[config.mk]
export PLATFORM = sky130hd
export DESIGN_NAME = ecc_nibble_io
export DESIGN_NICKNAME = d
export VERILOG_FILES = /design/src/rtl/ecc_pkg.sv /design/src/rtl/nibble_shreg.sv /design/src/rtl/ecc_nibble_io.sv
export SDC_FILE = /design/constraint.sdc
export NUM_CORES = 1
export LEC_CHECK = 0
export CORE_ASPECT_RATIO = 2
export CORE_MARGIN = 3
export CORE_UTILIZATION = 35
export DETAILED_ROUTE_END_ITERATION = 10
export PLACE_DENSITY = 0.74
export SYNTH_ARGS = -nofsm -noshare
export SYNTH_HDL_FRONTEND = slang
export SYNTH_SLANG_ARGS = --single-unit
[constraint.sdc]
create_clock -name i_clk -period 2.2 [get_ports i_clk]
set_input_delay 0.44 -clock i_clk [delete_from_list [all_inputs] [get_ports i_clk]]
set_output_delay 0.44 -clock i_clk [all_outputs]
set_load 0.05 [all_outputs]
[src/rtl/ecc_pkg.sv]
// Shared constants and FSM state type for the ECC nibble I/O front-end.
package ecc_pkg;

  localparam int unsigned SIZE    = 32;
  localparam int unsigned NIB     = 4;
  localparam int unsigned NUM_NIB = SIZE / NIB;

  typedef enum logic [2:0] {
    IDLE,
    LOAD,
    RUN,
    ANNOUNCE,
    SHIFT
  } state_t;

endpackage

[src/rtl/nibble_shreg.sv]
// SIZE-bit register that can be cleared, written one nibble at a given
// index, loaded in parallel, or shifted right by one nibble (LSB nibble out).
module nibble_shreg #(
  parameter int unsigned SIZE = ecc_pkg::SIZE,
  parameter int unsigned NIB  = ecc_pkg::NIB,
  localparam int unsigned IDX_W = $clog2(SIZE / NIB)
) (
  input  logic             i_clk,
  input  logic             i_rst_n,
  input  logic             i_clr,
  input  logic             i_wr,
  input  logic [IDX_W-1:0] i_idx,
  input  logic [NIB-1:0]   i_nib,
  input  logic             i_load,
  input  logic [SIZE-1:0]  i_par,
  input  logic             i_shift,
  output logic [SIZE-1:0]  o_data
);

  logic [SIZE-1:0] r_data;

  // Storage update; clear wins over parallel load, which wins over nibble write and shift.
  always_ff @(posedge i_clk or negedge i_rst_n) begin
    if (!i_rst_n) begin
      r_data <= '0;
    end else if (i_clr) begin
      r_data <= '0;
    end else if (i_load) begin
      r_data <= i_par;
    end else if (i_wr) begin
      r_data[i_idx*NIB +: NIB] <= i_nib;
    end else if (i_shift) begin
      r_data <= r_data >> NIB;
    end
  end

  assign o_data = r_data;

endmodule

[src/rtl/ecc_nibble_io.sv]
// Pin-level front-end: deserializes five LSB-first nibble streams into
// 32-bit operands, launches the core, then announces and streams the result.
module ecc_nibble_io #(
  parameter int unsigned SIZE = ecc_pkg::SIZE,
  parameter int unsigned NIB  = ecc_pkg::NIB
) (
  input  logic            i_clk,
  input  logic            i_rst_n,
  input  logic            i_start,
  input  logic [NIB-1:0]  a,
  input  logic [NIB-1:0]  prime,
  input  logic [NIB-1:0]  k,
  input  logic [NIB-1:0]  Px,
  input  logic [NIB-1:0]  Py,
  output logic            o_core_start,
  output logic [SIZE-1:0] o_a,
  output logic [SIZE-1:0] o_prime,
  output logic [SIZE-1:0] o_k,
  output logic [SIZE-1:0] o_px,
  output logic [SIZE-1:0] o_py,
  input  logic            i_core_done,
  input  logic [SIZE-1:0] i_kpx,
  input  logic [SIZE-1:0] i_kpy,
  output logic [NIB-1:0]  kPx,
  output logic [NIB-1:0]  kPy,
  output logic            done
);
  import ecc_pkg::*;

  localparam int unsigned      CNT_W    = $clog2(SIZE / NIB);
  localparam logic [CNT_W-1:0] LAST_NIB = CNT_W'(SIZE / NIB - 1);

  state_t           r_state, w_state_nx;
  logic [CNT_W-1:0] r_cnt, w_cnt_nx;
  logic             r_core_start, w_core_start_nx;
  logic             w_clr, w_wr, w_cap, w_shift;
  logic [SIZE-1:0]  w_rx, w_ry;

  // State, nibble counter and the registered core launch pulse.
  always_ff @(posedge i_clk or negedge i_rst_n) begin
    if (!i_rst_n) begin
      r_state      <= IDLE;
      r_cnt        <= '0;
      r_core_start <= 1'b0;
    end else begin
      r_state      <= w_state_nx;
      r_cnt        <= w_cnt_nx;
      r_core_start <= w_core_start_nx;
    end
  end

  // Next-state logic and register strobes for the load/run/announce/shift sequence.
  always_comb begin
    w_state_nx      = r_state;
    w_cnt_nx        = r_cnt;
    w_core_start_nx = 1'b0;
    w_clr           = 1'b0;
    w_wr            = 1'b0;
    w_cap           = 1'b0;
    w_shift         = 1'b0;
    unique case (r_state)
      IDLE: begin
        if (i_start) begin
          w_state_nx = LOAD;
          w_cnt_nx   = '0;
        end
      end
      LOAD: begin
        // A start inside LOAD restarts capture; that cycle's pins are discarded.
        if (i_start) begin
          w_clr    = 1'b1;
          w_cnt_nx = '0;
        end else begin
          w_wr = 1'b1;
          if (r_cnt == LAST_NIB) begin
            w_cnt_nx        = '0;
            w_core_start_nx = 1'b1;
            w_state_nx      = RUN;
          end else begin
            w_cnt_nx = r_cnt + 1'b1;
          end
        end
      end
      RUN: begin
        if (i_core_done) begin
          w_cap      = 1'b1;
          w_state_nx = ANNOUNCE;
        end
      end
      ANNOUNCE: begin
        w_state_nx = SHIFT;
        w_cnt_nx   = '0;
      end
      SHIFT: begin
        w_shift = 1'b1;
        if (r_cnt == LAST_NIB) begin
          w_state_nx = IDLE;
          w_cnt_nx   = '0;
        end else begin
          w_cnt_nx = r_cnt + 1'b1;
        end
      end
      default: begin
        w_state_nx = IDLE;
        w_cnt_nx   = '0;
      end
    endcase
  end

  nibble_shreg #(.SIZE(SIZE), .NIB(NIB)) u_des_a (
    .i_clk(i_clk), .i_rst_n(i_rst_n), .i_clr(w_clr), .i_wr(w_wr), .i_idx(r_cnt),
    .i_nib(a), .i_load(1'b0), .i_par('0), .i_shift(1'b0), .o_data(o_a)
  );

  nibble_shreg #(.SIZE(SIZE), .NIB(NIB)) u_des_prime (
    .i_clk(i_clk), .i_rst_n(i_rst_n), .i_clr(w_clr), .i_wr(w_wr), .i_idx(r_cnt),
    .i_nib(prime), .i_load(1'b0), .i_par('0), .i_shift(1'b0), .o_data(o_prime)
  );

  nibble_shreg #(.SIZE(SIZE), .NIB(NIB)) u_des_k (
    .i_clk(i_clk), .i_rst_n(i_rst_n), .i_clr(w_clr), .i_wr(w_wr), .i_idx(r_cnt),
    .i_nib(k), .i_load(1'b0), .i_par('0), .i_shift(1'b0), .o_data(o_k)
  );

  nibble_shreg #(.SIZE(SIZE), .NIB(NIB)) u_des_px (
    .i_clk(i_clk), .i_rst_n(i_rst_n), .i_clr(w_clr), .i_wr(w_wr), .i_idx(r_cnt),
    .i_nib(Px), .i_load(1'b0), .i_par('0), .i_shift(1'b0), .o_data(o_px)
  );

  nibble_shreg #(.SIZE(SIZE), .NIB(NIB)) u_des_py (
    .i_clk(i_clk), .i_rst_n(i_rst_n), .i_clr(w_clr), .i_wr(w_wr), .i_idx(r_cnt),
    .i_nib(Py), .i_load(1'b0), .i_par('0), .i_shift(1'b0), .o_data(o_py)
  );

  nibble_shreg #(.SIZE(SIZE), .NIB(NIB)) u_ser_kpx (
    .i_clk(i_clk), .i_rst_n(i_rst_n), .i_clr(1'b0), .i_wr(1'b0), .i_idx('0),
    .i_nib('0), .i_load(w_cap), .i_par(i_kpx), .i_shift(w_shift), .o_data(w_rx)
  );

  nibble_shreg #(.SIZE(SIZE), .NIB(NIB)) u_ser_kpy (
    .i_clk(i_clk), .i_rst_n(i_rst_n), .i_clr(1'b0), .i_wr(1'b0), .i_idx('0),
    .i_nib('0), .i_load(w_cap), .i_par(i_kpy), .i_shift(w_shift), .o_data(w_ry)
  );

  assign o_core_start = r_core_start;
  assign done         = (r_state == ANNOUNCE);
  assign kPx          = (r_state == SHIFT) ? w_rx[NIB-1:0] : '0;
  assign kPy          = (r_state == SHIFT) ? w_ry[NIB-1:0] : '0;

endmodule

==> results.sh <==
export IMPL_status="completed"
export IMPL_overflow=0
export IMPL_clock_latency_ns=0.52
export IMPL_fin_crit_ns=2.17
export IMPL_viasPerCell=5.25
export IMPL_hp_class="primary input to async pin"
export IMPL_critPathSlowestCell="clkdlybuf4s50_1"
export IMPL_num_vias=7329
export IMPL_arrival_ns=1.73
export IMPL_gr_usage_met2_pct=38.3
export IMPL_grt_busiest_layer="met2"
export IMPL_p_leak_uw=0.00624
export IMPL_powerDensity_mw_per_mm2=808
export IMPL_placed_area_mm2=0.0126
export IMPL_die_w_um=121
export IMPL_antenna_found_initial=0
export IMPL_fin_area_mm2=0.0135
export IMPL_critPathMaxFanout=2
export IMPL_grt_pass1_vias=7593
export IMPL_yosys_warnings=0
export IMPL_core_mm2=0.0260
export IMPL_path_delay_family="buffers and inverters"
export IMPL_async_flop_share_pct=100
export IMPL_drive_gt1_share_pct=12.4
export IMPL_start_util_pct=35.8
export IMPL_period_share_pct=98.8
export IMPL_ant_nets=0
export IMPL_finalHoldViolations=0
export IMPL_drt_first_pass_iters=4
export IMPL_synth_edf_count=0
export IMPL_wl_per_cell_um=21.5
export IMPL_synth_cells=782
export IMPL_irDropWorstVdd_mv=0.597
export IMPL_finClkSkew_ns=0.00961
export IMPL_track_usage_pct=20.7
export IMPL_ios=258
export IMPL_crit_required_ns=1.76
export IMPL_finalPower_uw=10900
export IMPL_worstMarginPinSlew_ns=0.684
export IMPL_max_freq_mhz=460
export IMPL_fin_setup_tns_ns=0
export IMPL_htree_num_levels=1
export IMPL_wirelength_mm=30.0
export IMPL_clkSlewWorstSetupHoldPaths_ns=0.07
export IMPL_place_inst=1351
export IMPL_cts_root_buf="clkbuf_16"
export IMPL_met3_usage_pct=3.73
export IMPL_crit_buf_inv=1
export IMPL_synth_nets=875
export IMPL_setup_viol=0
export IMPL_cts_made_buffers=22
export IMPL_grt_pass1_wl_mm=45.7
export IMPL_relSlewSlack_pct=54.2
export IMPL_cts_sinks=231
export IMPL_cpPeakStageDelay_ns=0.86
export IMPL_crit_type="flop to output port"
export IMPL_syn_avg_cell_area_um2=11.9
export IMPL_dp_slack_ns=-0.104
export IMPL_fin_ws_ns=0.0269
export IMPL_clock_path_buffers=3
export IMPL_synth_seq_cells=231
export IMPL_crit_chain="clkdlybuf4s50_1"
export IMPL_cp_end_kind="output port"
export IMPL_drcViolationCount=0
export IMPL_finalNetCount=1136
export IMPL_slew_viol_final=0
export IMPL_place_hpwl_mm=21.6
export IMPL_die_h_um=237
export IMPL_use_met1_pct=22.9
export IMPL_drtIter0Drc=357
export IMPL_cp_start_kind="flop"
export IMPL_synthToLayoutAreaGrowth_pct=45.4
export IMPL_row_count=83
export IMPL_syn_area_mm2=0.00930
export IMPL_portBuffers=257
export IMPL_die_area_mm2=0.0287
export IMPL_fin_cells=1395
export IMPL_cts_tree="done"
export IMPL_ys_seq_area_share_pct=62.1
export IMPL_synth_main_ff_cell="dfrtp_1"
export IMPL_rsz0062_at_grt="true"
export IMPL_gp_congestion=0.891
export IMPL_grt_max_degree=76
export IMPL_diodes=0
export IMPL_drv_cap=0
export IMPL_synth_cell_types=40
-- registers in the layout, indices dropped and copies added (netlist names) --
signal,flops
u_des_px.o_data,32
r_state,3
o_core_start,1
r_cnt,3
u_ser_kpx.o_data,32
u_des_a.o_data,32
u_ser_kpy.o_data,32
u_des_prime.o_data,32
u_des_py.o_data,32
u_des_k.o_data,32
-- stage by stage --
stage	hold WS, ns	util [%]
5_1_grt	0.471	52.1
3_5_place_dp	0.400	48.6
6_report	0.443	52.1
2_1_floorplan	0.144	-
3_3_place_gp	0.395	48.6
4_1_cts	0.446	51.9
-- cell usage after synthesis (all sizes together), types with 4 or more instances --
| library cell | instances | area share (%) |
|---|---|---|
| inv | 4 | 0.16 |
| ha | 5 | 0.67 |
| buf | 32 | 1.7 |
| clkbuf | 41 | 1.7 |
| and2 | 9 | 0.61 |
| nand2b | 4 | 0.27 |
| o2bb2ai | 21 | 2.0 |
| nor3 | 5 | 0.32 |
| a22o | 124 | 12 |
| a22oi | 27 | 2.2 |
| o21ai | 79 | 4.2 |
| mux2i | 44 | 4.7 |
| dfrtp | 231 | 62 |
| or3 | 4 | 0.32 |
| nand2 | 110 | 4.4 |
| nor2 | 15 | 0.63 |
-- per-layer routing --
| layer | up-vias | part of all wire (%) |
|---|---|---|
| li1 | 3364 | - |
| met1 | 3645 | 36 |
| met2 | 259 | 55 |
| met3 | 61 | 5.9 |
| met4 | 0 | 3.7 |
| met5 | - | 0 |
-- layout by cell type, fill, tap and decap left out, types with 3 or more instances in the layout --
cell type,instances
dfrtp_1,230
clkdlybuf4s50_1,201
a22o_1,124
nand2_1,110
o21ai_0,68
buf_4,46
mux2i_1,44
a22oi_1,27
dlymetal6s2s_1,24
clkbuf_16,23
o2bb2ai_1,21
buf_12,20
dlygate4sd2_1,16
nor2_1,10
and2_1,8
o21ai_4,6
nor2_2,5
inv_1,4
nor3_1,4
o21ai_1,4
clkinv_2,4
nand2b_1,3
or3_4,3
nor2b_1,3
a21oi_1,3
ha_1,3
clkbuf_8,3
-- cell type report --
class	instances	area [µm²]
fill	2279	12400
sequential	231	5780
multi-input combinational	474	3350
timing repair buffer	310	3260
clock buffer	28	624
tap	340	425
clock inverter	8	77.6
inverter	4	15.0
-- kinds of logic after synthesis --
family	count (synthesis)	share of synthesized area (%)
flops	231	62.1
simple gates	166	8.26
fa+ha+maj	5	0.672
buf+inv	77	3.54
compound gates	259	20.7
mux	44	4.73
-- final timing paths --
path                                startpoint             endpoint  slack [ns]  cells past startpoint
min reg2reg                u_ser_kpx.o_data[3]  u_ser_kpx.o_data[3]        0.46                      2
max reg2reg                           r_cnt[0]   u_des_k.o_data[29]        0.05                      8
min in group i_clk         u_ser_kpx.o_data[3]  u_ser_kpx.o_data[3]        0.46                      2
min                                    i_rst_n  u_ser_kpx.o_data[1]        0.44                      2
max                        u_des_px.o_data[28]             o_px[28]        0.03                      1
max in group asynchronous              i_rst_n   u_des_a.o_data[17]        1.05                      3
-- report_power, final --
part	switching (µW)	internal (µW)	total [µW]
Sequential	297	4730	5030
Combinational	1330	815	2140
Clock	1650	2130	3770
-- what timing repair did --
item,CTS,global route
endpoints found under the setup margin,157,58
hold endpoints to repair,50,0
buffers inserted,6,0
pin swaps,1,1
hold buffers,1,0
cloned,1,0
gates resized for setup,28,26
(Power assumes the default switching activity.)
